<file path="src/rtl/frame_serializer.sv">
// frame_serializer: shifts one Hamming codeword onto the single-wire LightIO line
// as a start bit, LSB-first data, an even parity bit and a stop bit.
module frame_serializer #(
    parameter int FRAME_SIZE   = 15,
    parameter int CLKS_PER_BIT = 4
) (
    input  logic                  clk,
    input  logic                  rst_n,
    input  logic [FRAME_SIZE-1:0] frame_in,
    input  logic                  frame_valid,
    output logic                  frame_ready,
    output logic                  tx_line,
    output logic                  tx_busy,
    output logic                  irq
);

    localparam int BCW = (FRAME_SIZE > 1) ? $clog2(FRAME_SIZE) : 1;
    localparam logic [7:0] CNT_LAST = 8'(CLKS_PER_BIT - 1);
    // The IDLE/irq cycle is also the last stop-bit cycle, so STOP itself runs one cycle short.
    localparam logic [7:0] STOP_LAST = (CLKS_PER_BIT > 1) ? 8'(CLKS_PER_BIT - 2) : 8'd0;
    localparam logic [BCW-1:0] BIT_LAST = BCW'(FRAME_SIZE - 1);

    typedef enum logic [2:0] {
        IDLE,
        START,
        DATA,
        PARITY,
        STOP
    } state_t;

    state_t                state_q, state_d;
    logic [7:0]            cnt_q, cnt_d;
    logic [BCW-1:0]        bit_cnt_q, bit_cnt_d;
    logic [FRAME_SIZE-1:0] shift_q, shift_d;
    logic                  parity_q, parity_d;
    logic                  tx_line_q, tx_line_d;
    logic                  tx_busy_q, tx_busy_d;
    logic                  frame_ready_q, frame_ready_d;
    logic                  irq_q, irq_d;
    logic                  period_end;
    logic                  frame_done;

    always_comb begin
        state_d       = state_q;
        bit_cnt_d     = bit_cnt_q;
        shift_d       = shift_q;
        parity_d      = parity_q;
        tx_line_d     = tx_line_q;
        tx_busy_d     = tx_busy_q;
        frame_ready_d = frame_ready_q;
        irq_d         = 1'b0;
        frame_done    = 1'b0;
        period_end    = (cnt_q == CNT_LAST);
        cnt_d         = period_end ? 8'd0 : cnt_q + 8'd1;

        unique case (state_q)
            IDLE: begin
                cnt_d = 8'd0;
                if (frame_valid && frame_ready_q) begin
                    state_d       = START;
                    shift_d       = frame_in;
                    parity_d      = ^frame_in;
                    bit_cnt_d     = '0;
                    tx_line_d     = 1'b0;
                    tx_busy_d     = 1'b1;
                    frame_ready_d = 1'b0;
                end
            end
            START: begin
                if (period_end) begin
                    state_d   = DATA;
                    tx_line_d = shift_q[0];
                    shift_d   = shift_q >> 1;
                end
            end
            DATA: begin
                if (period_end) begin
                    if (bit_cnt_q == BIT_LAST) begin
                        state_d   = PARITY;
                        tx_line_d = parity_q;
                    end else begin
                        bit_cnt_d = bit_cnt_q + 1'b1;
                        tx_line_d = shift_q[0];
                        shift_d   = shift_q >> 1;
                    end
                end
            end
            PARITY: begin
                if (period_end) begin
                    tx_line_d = 1'b1;
                    if (CLKS_PER_BIT == 1) begin
                        frame_done = 1'b1;
                    end else begin
                        state_d = STOP;
                    end
                end
            end
            STOP: begin
                if (cnt_q == STOP_LAST) begin
                    frame_done = 1'b1;
                end
            end
            default: begin
                state_d = IDLE;
            end
        endcase

        if (frame_done) begin
            state_d       = IDLE;
            cnt_d         = 8'd0;
            tx_line_d     = 1'b1;
            tx_busy_d     = 1'b0;
            frame_ready_d = 1'b1;
            irq_d         = 1'b1;
        end
    end

    always_ff @(posedge clk or negedge rst_n) begin
        if (!rst_n) begin
            state_q       <= IDLE;
            cnt_q         <= 8'd0;
            bit_cnt_q     <= '0;
            shift_q       <= '0;
            parity_q      <= 1'b0;
            tx_line_q     <= 1'b1;
            tx_busy_q     <= 1'b0;
            frame_ready_q <= 1'b1;
            irq_q         <= 1'b0;
        end else begin
            state_q       <= state_d;
            cnt_q         <= cnt_d;
            bit_cnt_q     <= bit_cnt_d;
            shift_q       <= shift_d;
            parity_q      <= parity_d;
            tx_line_q     <= tx_line_d;
            tx_busy_q     <= tx_busy_d;
            frame_ready_q <= frame_ready_d;
            irq_q         <= irq_d;
        end
    end

    assign tx_line     = tx_line_q;
    assign tx_busy     = tx_busy_q;
    assign frame_ready = frame_ready_q;
    assign irq         = irq_q;

endmodule

</file>
<file path="config.mk">
export PLATFORM = sky130hd
export DESIGN_NAME = frame_serializer
export DESIGN_NICKNAME = d
export VERILOG_FILES = /design/src/rtl/frame_serializer.sv
export SDC_FILE = /design/constraint.sdc
export NUM_CORES = 1
export LEC_CHECK = 0
export ABC_CLOCK_PERIOD_IN_PS = 2350
export CORE_ASPECT_RATIO = 0.8
export CORE_MARGIN = 3
export CORE_UTILIZATION = 55
export CTS_CLUSTER_DIAMETER = 40
export DETAILED_ROUTE_END_ITERATION = 10
export PLACE_DENSITY_LB_ADDON = 0.15
export SETUP_SLACK_MARGIN = 0.05
export SYNTH_ARGS = -nofsm -noshare
export SYNTH_HDL_FRONTEND = slang
export SYNTH_SLANG_ARGS = --single-unit
</file>
<file path="constraint.sdc">
create_clock -name clk -period 2.35 [get_ports clk]
set_input_delay 0.5875 -clock clk [delete_from_list [all_inputs] [get_ports clk]]
set_output_delay 0.5875 -clock clk [all_outputs]
set_load 0.01 [all_outputs]
</file>
==> results of run 1 <==
==> placed cells by master (no fill, tap or decap), types with 2 or more instances in the layout <==
cell type / synthesis / routed
xor2_1: 8 / 8
dfstp_2: 2 / 2
a21oi_1: 22 / 21
mux2i_1: 14 / 14
o21ai_0: 9 / 9
nand2b_1: 2 / 2
nor2_1: 32 / 31
or4_1: 2 / 2
ha_1: 4 / 4
nor2_2: 1 / 2
nand2_1: 5 / 5
and3_1: 3 / 3
clkdlybuf4s50_1: 0 / 21
buf_4: 0 / 6
inv_1: 5 / 5
o21ai_1: 3 / 3
clkbuf_8: 0 / 7
nand3_1: 8 / 8
or3_1: 2 / 2
dfrtp_1: 33 / 33
xnor2_1: 13 / 13
nor3_1: 3 / 3
==> layout make-up <==
type,count,area share
clock buffers,8,0.04376
inverters,5,0.008206
multi-input cells,149,0.4218
flip-flops and latches,35,0.3840
well taps,40,0.02188
repair buffers,28,0.1204
==> kinds of logic (layout without fill, tap and decap cells) <==
logic type	count (synthesis)	after routing
muxes	15	15
adders and majority gates	4	4
buffers and inverters	13	41
AOI/OAI and AO/OA	44	44
DFF	35	35
and+or+nand+nor	65	65
xor gates and xnor gates	21	21
==> path summary, 6_finish.rpt <==
check | start | end | slack, ns | cells past startpoint
min in group asynchronous | rst_n | state_q[0] | 0.71 | 2
hold reg to reg | tx_busy | tx_busy | 0.51 | 2
setup / recovery | cnt_q[3] | tx_line | 0.18 | 5
setup reg to reg | cnt_q[3] | tx_line | 0.18 | 5
max in group asynchronous | rst_n | frame_ready | 1.30 | 2
hold / removal | tx_busy | tx_busy | 0.51 | 2
==> per-stage QoR <==
stage | instance area, um^2 | util | hold slack [ns]
6_report | 2287 | 0.7152 | 0.5135
3_5_place_dp | 2185 | 0.6831 | 0.4967
5_1_grt | 2287 | 0.7152 | 0.5473
3_3_place_gp | 2185 | 0.6831 | 0.4869
4_1_cts | 2285 | 0.7144 | 0.5168
2_1_floorplan | 1892 | - | 0.2919
==> critical path, cell delays in order, from the launching register on <==
cell	delay, ns
dfrtp_1	0.41
or4_1	0.68
o31a_1	0.36
or2_0	0.22
a2111oi_2	0.36
a21oi_1	0.07
==> what timing repair did <==
item	in CTS	in global routing
hold endpoints to repair	0	0
setup endpoints to repair	0	1
resized for setup	0	1
==> per-layer routing <==
metal  vias to the layer above  routed length, um  GRT usage
li1                        745                  -          -
met1                       736               1953     0.3025
met2                        29               1791     0.3207
met3                         5                162    0.04949
met4                         0                 19    0.04021
met5                         -                  0          0
==> sequential cells by signal, indices dropped and copies added (netlist names) <==
register,flops
tx_line,1
bit_cnt_q,4
cnt_q,8
shift_q,15
frame_ready,1
irq,1
state_q,3
tx_busy,1
parity_q,1
==> power groups by stage <==
stage / Combinational (uW) / Clock (uW) / Sequential [uW]
2_1_floorplan: 48.6 / 0 / 614
3_3_place_gp: 101 / 0 / 614
3_5_place_dp: 103 / 0 / 614
4_1_cts: 104 / 486 / 602
5_1_grt: 111 / 515 / 602
6_report: 102 / 471 / 602
==> reports/qor.txt, run 1 <==
Area growth syn-to-layout: 20.90%
Clock Latency Late Sink: 0.28 ns
Worst slew margin: 0.6806
Yosys top cell area share: 0.4365
worst vdd ir: 0.4175 mV
largest family of logic cells by synthesized area: simple AND/OR/NAND/NOR gates
crit share post-route: 0.9237
Synth Flop Type: dfrtp_1
min cycle time layout: 2.171 ns
setup TNS: 0 ns
Placer Congestion: 0.8941
Lkg Pwr: 0.001112 uW
most common cell in the netlist: dfrtp_1
DRC errors left: 0
max-cap violations: 0
P per Cell Area: 513.8 nW/um^2
Clock Pin Slew Worst Setup and Hold Paths: 0.07 ns
Clock Sinks: 35
DR WL/cell: 14.81 um
Clk network pwr share: 0.401
final WL: 3.925 mm
pre-CTS WS: -0.02489 ns
XOR/XNOR share of the synthesized area: 0.09722
post-synthesis area per instance: 9.603 um^2
fmax: 460.7 MHz
most common library cells after synthesis: dfrtp_1 (33), nor2_1 (32), a21oi_1 (22), mux2i_1 (14), xnor2_1 (13)
Die Span Y: 58.46 um
core box area: 3198 um^2
Ports: 22
# nets final: 246
area of the multi-input gates: 964.7 um^2
distinct cell type count after synthesis: 39
layout cells sized above 1: 0.1067
vias in the first global route: 1,435
number of post-CTS setup repair buffers: 0
Post-synth EDFFs: 0
warnings from Yosys: 0
initial antenna violation count: 0
Layout Cells excl Fill: 265
sw frac: 0.2104
mapped cell area: 1892 um^2
dpl cells: 257
DR vias: 1,515
diode count: 0
Worst Path Max Fanout: 6
total power: 1175 uW
Initial Util: 0.5915
Vias/cell: 5.717
ANT nets after route: 0
FFs w/ async S/R, synth: 1.000
Die W: 71.57 um
Mapped Nets: 219
sequential area share after synthesis: 0.4643
Final Hold Vio Count: 0
pin count of the biggest net entering global routing: 36
register area: 878.3 um^2
crit end category: register
Crit Path Category: register to register
Comb power frac: 0.086
post-synthesis compound-gate area fraction: 0.1369
CTS tree: built
first-pass GRT wire length: 6.831 mm
drt pass-1 iters: 4
total grt overflow: 0
critical path startpoint category: register
switching pwr: 247.2 uW
CP required: 2.55 ns
status: completed
root buf cell: clkbuf_8
Flop pwr share: 0.513
fin. max-slew vios: 0
htree depth: 2
cell taking the most area after synthesis: dfrtp_1
placed wire-length estimate: 2.845 mm
Adder-Cell Fraction of Synth Area: 0.02646
Filler cells: 243
Cell Rows: 18
clk buf depth: 2
post-synthesis simple-gate area fraction: 0.1660
Int Pwr: 928.0 uW
cts bufs inserted: 5
Hold WC Path Type: register to register
DRT iter0 DRCs: 120
Arr. time, crit path: 2.38 ns
Buffers on Ports: 21
setup ws final: 0.1794 ns
Die Area: 4184 um^2
Post-Syn Instances: 197
post-synthesis mux area share: 0.08003
gr usage total: 0.2079
RSZ-0062 raised after global routing: yes
hold buffers post-CTS: 0
Slew @ Worst Pin: 0.4754 ns
Setup Viol. Count Final: 0
Synth Register Bits: 35
synth top area cells: dfrtp_1 (44%), mux2i_1 (7.4%), nor2_1 (6.3%)
Clock Skews: 0.005933 ns
(Power assumes the default switching activity.)
==> run 2: changes to the inputs <==
- CORE_UTILIZATION: 55 -> 57
- CTS_BUF_LIST: not set -> sky130_fd_sc_hd__clkbuf_8
==> run 2 against run 1 <==
Compared with the run above:
- core utilization up 1.7 points
- via count rose by 0.46%
- clock-buffer cell count shrank 2
- setup slack better by 0.012 ns
- worst hold slack lost 0.020 ns
- cell count down 0.75%
- sequential power about the same
- die area shrank 3.2%
- critical path type unchanged
- largest power group unchanged
==> reports/qor.txt, run 2 (same netlist as run 1, synthesis figures left out) <==
status: completed (unchanged)
Flop pwr share: 0.473 (was 0.513)
HP Start: cnt_q[0] (was tx_busy)
fmax: 463.2 MHz (was 460.7 MHz)
Worst slew margin: 0.6994 (was 0.6806)
Buffers on Ports: 21 (unchanged)
DR vias: 1,522 (was 1,515)
RSZ-0062 raised after global routing: no (was yes)
ANT nets after route: 0 (unchanged)
layout cells sized above 1: 0.1076 (was 0.1067)
vias in the first global route: 1,475 (was 1,435)
Worst path max stage delay: 0.50 ns (was 0.68 ns)
pin count of the biggest net entering global routing: 36 (unchanged)
Die Span Y: 57.53 um (was 58.46 um)
Crit Path Category: register to register (unchanged)
Hold WC Path Type: register to register (unchanged)
Top Registers: shift_q: 15 flops, cnt_q: 8 flops, bit_cnt_q: 4 flops (unchanged)
Worst Path Max Fanout: 5 (was 6)
drt pass-1 iters: 4 (unchanged)
CP Buf/Inv Count: 0 (unchanged)
switching pwr: 268.6 uW (was 247.2 uW)
Vias/cell: 5.787 (was 5.717)
most frequent cells in the layout: nor2_1 (32), dfrtp_1 (32), a21oi_1 (21), clkdlybuf4s50_1 (21), mux2i_1 (14) (was dfrtp_1 (33), nor2_1 (31), a21oi_1 (21), clkdlybuf4s50_1 (21), mux2i_1 (14))
Int Pwr: 1004 uW (was 928.0 uW)
min cycle time layout: 2.159 ns (was 2.171 ns)
pre-CTS WS: -0.05545 ns (was -0.02489 ns)
area of the multi-input gates: 965.9 um^2 (was 964.7 um^2)
most flop-heavy register: shift_q (unchanged)
Die W: 70.41 um (was 71.57 um)
clk buf depth: 2 (unchanged)
top routing layer used: met4 (unchanged)
crit share post-route: 0.9187 (was 0.9237)
CP max-delay cell: or3b_2 (was or4_1)
DR WL/cell: 14.95 um (was 14.81 um)
cts bufs inserted: 5 (unchanged)
CTS tree: built (unchanged)
Largest register FFs: 15 (unchanged)
Comb power frac: 0.081 (was 0.086)
routed wl met3: 235 um (was 162 um)
Lkg Pwr: 0.001110 uW (was 0.001112 uW)
worst vdd ir: 0.6683 mV (was 0.4175 mV)
DRT met1 WL: 1.813 mm (was 1.953 mm)
Worst Setup SP: cnt_q[1] (was cnt_q[3])
Clk network pwr share: 0.445 (was 0.401)
Die Area: 4051 um^2 (was 4184 um^2)
Ports: 22 (unchanged)
Clock Sinks: 35 (unchanged)
Setup Viol. Count Final: 0 (unchanged)
core box area: 3131 um^2 (was 3198 um^2)
total grt overflow: 0 (unchanged)
initial antenna violation count: 0 (unchanged)
placed wire-length estimate: 2.660 mm (was 2.845 mm)
met2 routed WL: 1.813 mm (was 1.791 mm)
final WL: 3.932 mm (was 3.925 mm)
Slew @ Worst Pin: 0.4509 ns (was 0.4754 ns)
Clock Latency Late Sink: 0.29 ns (was 0.28 ns)
Filler cells: 220 (was 243)
critical path startpoint category: register (unchanged)
reg2reg start: cnt_q[1] (was cnt_q[3])
CP required: 2.57 ns (was 2.55 ns)
# nets final: 244 (was 246)
Initial Util: 0.6043 (was 0.5915)
fin. max-slew vios: 0 (unchanged)
Placer Congestion: 0.9409 (was 0.8941)
sw frac: 0.2112 (was 0.2104)
final hold slack: 0.4933 ns (was 0.5135 ns)
first-pass GRT wire length: 6.844 mm (was 6.831 mm)
ordered cell list for the critical path: ha_1, or3b_2, o31a_1, or2_0, a2111oi_2, a21oi_1 (was or4_1, o31a_1, or2_0, a2111oi_2, a21oi_1)
DRT iter0 DRCs: 274 (was 120)
crit end category: register (unchanged)
setup ws final: 0.1910 ns (was 0.1794 ns)
max-cap violations: 0 (unchanged)
delay-heaviest family, CP: compound AO/OA/AOI/OAI gates (was simple AND/OR/NAND/NOR gates)
P per Cell Area: 555.0 nW/um^2 (was 513.8 nW/um^2)
diode count: 0 (unchanged)
register area: 879.6 um^2 (was 878.3 um^2)
Clock Skews: 0.007393 ns (was 0.005933 ns)
Cell Rows: 18 (unchanged)
gr usage total: 0.2165 (was 0.2079)
Clock Pin Slew Worst Setup and Hold Paths: 0.07 ns (about the same)
Arr. time, crit path: 2.38 ns (about the same)
Area growth syn-to-layout: 21.16% (was 20.90%)
DRC errors left: 0 (unchanged)
root buf cell: clkbuf_8 (unchanged)
htree depth: 2 (unchanged)
setup TNS: 0 ns (unchanged)
Final Hold Vio Count: 0 (unchanged)
run 2: cell types whose count changed in the layout (fill, tap and decap cells not counted), sizes merged:
cell | previous run | this run
buf | 7 | 5
bufinv | 0 | 1
clkbuf | 8 | 6
clkinv | 0 | 1
run 2: worst paths after layout:
| path | end | slack (ns) | depth (start not counted) |
|---|---|---|---|
| worst max-delay path | tx_line | 0.19 | 6 |
| worst min-delay path | cnt_q[0] | 0.49 | 1 |
| worst max register to register | tx_line | 0.19 | 6 |
| worst min register to register | cnt_q[0] | 0.49 | 1 |
| max in group asynchronous | cnt_q[0] | 1.30 | 2 |
| min in group asynchronous | shift_q[13] | 0.70 | 2 |
run 2: stage by stage:
| step | total power (uW) | util | cell area [um^2] | std cells |
|---|---|---|---|---|
| floorplan | 662.5 | - | 1892 | 197 |
| global placement | 714.9 | 0.6930 | 2170 | 255 |
| detailed placement | 717.5 | 0.6930 | 2170 | 255 |
| CTS | 1283 | 0.7306 | 2287 | 263 |
| global route | 1318 | 0.7322 | 2292 | 263 |
| finish | 1272 | 0.7322 | 2292 | 263 |
run 2: what timing repair did:
item / 4_1_cts / 5_1_grt
setup buffers: 0 / 0
setup endpoints to repair: 0 / 3
hold buffers: 0 / 0
gates resized for setup: 0 / 2
run 2: power by group through the flow:
stage / logic [uW] / registers [uW] / clock network [uW]
global route: 113 / 602 / 603
CTS: 105 / 602 / 576
finish: 103 / 602 / 567
floorplan: 48.6 / 614 / 0
global placement: 101 / 614 / 0
detailed placement: 104 / 614 / 0
run 2: layer usage:
metal	global-route usage	vias up
met4	0.1038	0
met2	0.3253	53
met3	0.05106	9
li1	-	737
met1	0.2976	723
met5	0	-
run 2: cell type report:
class | instances | share of cell area
clock inverter | 2 | 0.01528
timing repair buffer | 26 | 0.1135
tap | 40 | 0.02183
inverter | 5 | 0.008188
sequential | 35 | 0.3837
multi-input combinational | 149 | 0.4214
clock buffer | 6 | 0.03603
==> run 3: changes to the inputs <==
- GPL_TIMING_DRIVEN: not set -> 0
==> run 3 against run 2 <==
Compared with the run above:
- clock-buffer cell count grew 1
- critical path depth did not move
- sequential power hardly changed
- combinational power about the same
- sequential cell count did not move
- power down 7.7%
- sequential share of layout area is 0.51 points higher
- via count grew 1.7%
- non-clock buffer count up 4
- clock power decreased by 17%
- largest cell class unchanged
==> reports/qor.txt, run 3 (same netlist as run 1, synthesis figures left out) <==
core box area: 3131 um^2 (unchanged)
pin count of the biggest net entering global routing: 36 (unchanged)
Clock Skews: 0.004523 ns (was 0.007393 ns)
most flop-heavy register: shift_q (unchanged)
Worst path max stage delay: 0.51 ns (was 0.50 ns)
initial antenna violation count: 0 (unchanged)
CP required: 2.49 ns (was 2.57 ns)
worst vdd ir: 0.4273 mV (was 0.6683 mV)
final design utilization: 0.7226 (was 0.7322)
crit end category: register (unchanged)
Clock Sinks: 35 (unchanged)
Final Hold Vio Count: 0 (unchanged)
register area: 879.6 um^2 (unchanged)
Cell Rows: 18 (unchanged)
Clock Pin Slew Worst Setup and Hold Paths: 0.07 ns (about the same)
layout cells sized above 1: 0.1101 (was 0.1076)
RSZ-0062 raised after global routing: yes (was no)
Worst R2R End: shift_q[8] (was tx_line)
dpl cells: 258 (was 255)
Largest register FFs: 15 (unchanged)
DR vias: 1,548 (was 1,522)
fin. max-slew vios: 0 (unchanged)
critical path startpoint category: register (unchanged)
final instance area: 2262 um^2 (was 2292 um^2)
CP max-delay cell: or3b_2 (unchanged)
Crit Path Category: register to register (unchanged)
drt pass-1 iters: 4 (unchanged)
fmax: 448.7 MHz (was 463.2 MHz)
total grt overflow: 0 (unchanged)
first-pass GRT wire length: 6.748 mm (was 6.844 mm)
ordered cell list for the critical path: ha_2, or3b_2, nor2_1, o211a_1, clkbuf_1, a21oi_1 (was ha_1, or3b_2, o31a_1, or2_0, a2111oi_2, a21oi_1)
vias in the first global route: 1,457 (was 1,475)
# nets final: 248 (was 244)
Layout Cells excl Fill: 267 (was 263)
Worst slew margin: 0.4952 (was 0.6994)
Slew @ Worst Pin: 0.7572 ns (was 0.4509 ns)
Vias/cell: 5.798 (was 5.787)
Top Registers: shift_q: 15 flops, cnt_q: 8 flops, bit_cnt_q: 4 flops (unchanged)
Placer Congestion: 0.9398 (was 0.9409)
Buffers on Ports: 21 (unchanged)
Die W: 70.41 um (unchanged)
root buf cell: clkbuf_8 (unchanged)
crit share post-route: 0.9484 (was 0.9187)
Setup Viol. Count Final: 0 (unchanged)
htree depth: 2 (unchanged)
DR WL/cell: 14.88 um (was 14.95 um)
diode count: 0 (unchanged)
total power: 1175 uW (was 1272 uW)
Filler cells: 226 (was 220)
placed wire-length estimate: 2.879 mm (was 2.660 mm)
DRC errors left: 0 (unchanged)
Clock Latency Late Sink: 0.28 ns (was 0.29 ns)
Initial Util: 0.6043 (unchanged)
CTS tree: built (unchanged)
Die Area: 4051 um^2 (unchanged)
FF-to-FF path depth: 6 (unchanged)
post-placement cell area: 2147 um^2 (was 2170 um^2)
most frequent cells in the layout: nor2_1 (32), dfrtp_1 (32), a21oi_1 (22), clkdlybuf4s50_1 (20), mux2i_1 (14) (was nor2_1 (32), dfrtp_1 (32), a21oi_1 (21), clkdlybuf4s50_1 (21), mux2i_1 (14))
r2r setup slk: 0.12 ns (was 0.19 ns)
Lkg Pwr: 0.001108 uW (was 0.001110 uW)
setup TNS: 0 ns (unchanged)
P per Cell Area: 519.3 nW/um^2 (was 555.0 nW/um^2)
Die Span Y: 57.53 um (unchanged)
max-cap violations: 0 (unchanged)
Ports: 22 (unchanged)
Worst Path Max Fanout: 10 (was 5)
cts bufs inserted: 5 (unchanged)
reg2reg start: cnt_q[0] (was cnt_q[1])
Hold WC Path Type: input port to asynchronous set/reset pin (was register to register)
gr usage total: 0.2106 (was 0.2165)
area of the multi-input gates: 964.7 um^2 (was 965.9 um^2)
min cycle time layout: 2.229 ns (was 2.159 ns)
final WL: 3.972 mm (was 3.932 mm)
status: completed (unchanged)
DRT iter0 DRCs: 199 (was 274)
ANT nets after route: 0 (unchanged)
Arr. time, crit path: 2.37 ns (was 2.38 ns)
Area growth syn-to-layout: 19.58% (was 21.16%)
clk buf depth: 2 (unchanged)
[run 3: report_power, final]
group / internal (uW) / switching, uW / total [uW]
registers: 602 / 0 / 602
clock network: 263 / 208 / 471
logic: 56.2 / 45.5 / 102
total: 922 / 253 / 1170
[run 3: what timing repair did]
action | 4_1_cts | 5_1_grt
endpoints found under the hold margin | 0 | 0
gates resized for setup | 0 | 3
endpoints found under the setup margin | 0 | 21
hold buffers | 0 | 0
setup buffers | 0 | 1
[run 3: stage by stage]
stage / worst slack, ns / hold WS [ns]
5_1_grt: 0.02577 / 0.4394
2_1_floorplan: 0.3012 / 0.2919
4_1_cts: 0.09373 / 0.4047
6_report: 0.1212 / 0.3714
3_5_place_dp: -0.01354 / 0.4938
3_3_place_gp: 0.0003253 / 0.4821
[run 3: worst max path at each step]
| stage | from | slack, ns | cells after the start | to |
|---|---|---|---|---|
| 2_1_floorplan | cnt_q[0] | 0.30 | 6 | tx_line |
| 3_3_place_gp | rst_n | 0.0003 | 1 | cnt_q[3] |
| 3_5_place_dp | frame_valid | -0.01 | 6 | tx_line |
| 4_1_cts | cnt_q[1] | 0.09 | 5 | bit_cnt_q[1] |
| 5_1_grt | cnt_q[0] | 0.03 | 6 | bit_cnt_q[3] |
| 6_report | cnt_q[0] | 0.12 | 6 | shift_q[8] |
[run 3: layout make-up]
class	instances	area share
tap	40	0.02212
timing repair buffer	22	0.09403
multi-input combinational	149	0.4264
inverter	5	0.008296
sequential	35	0.3888
buffer	8	0.01604
clock buffer	7	0.04259
clock inverter	1	0.001659
[run 3: critical path, delay by kind of cell, from the launching register on]
kind | cells | cell delay [ns]
AOI/OAI and AO/OA | 2 | 0.33
and+or+nand+nor | 2 | 0.71
adders and majority gates | 1 | 0.26
buffers and inverters | 1 | 0.38
DFF | 1 | 0.42
[run 3: routing by layer]
| metal | wire length [um] | up-vias | GRT usage | share of wire |
|---|---|---|---|---|
| li1 | - | 744 | - | - |
| met1 | 1804 | 751 | 0.2898 | 0.45 |
| met2 | 1887 | 44 | 0.3360 | 0.48 |
| met3 | 222 | 9 | 0.05106 | 0.056 |
| met4 | 57 | 0 | 0.05738 | 0.014 |
| met5 | 0 | - | 0 | 0 |
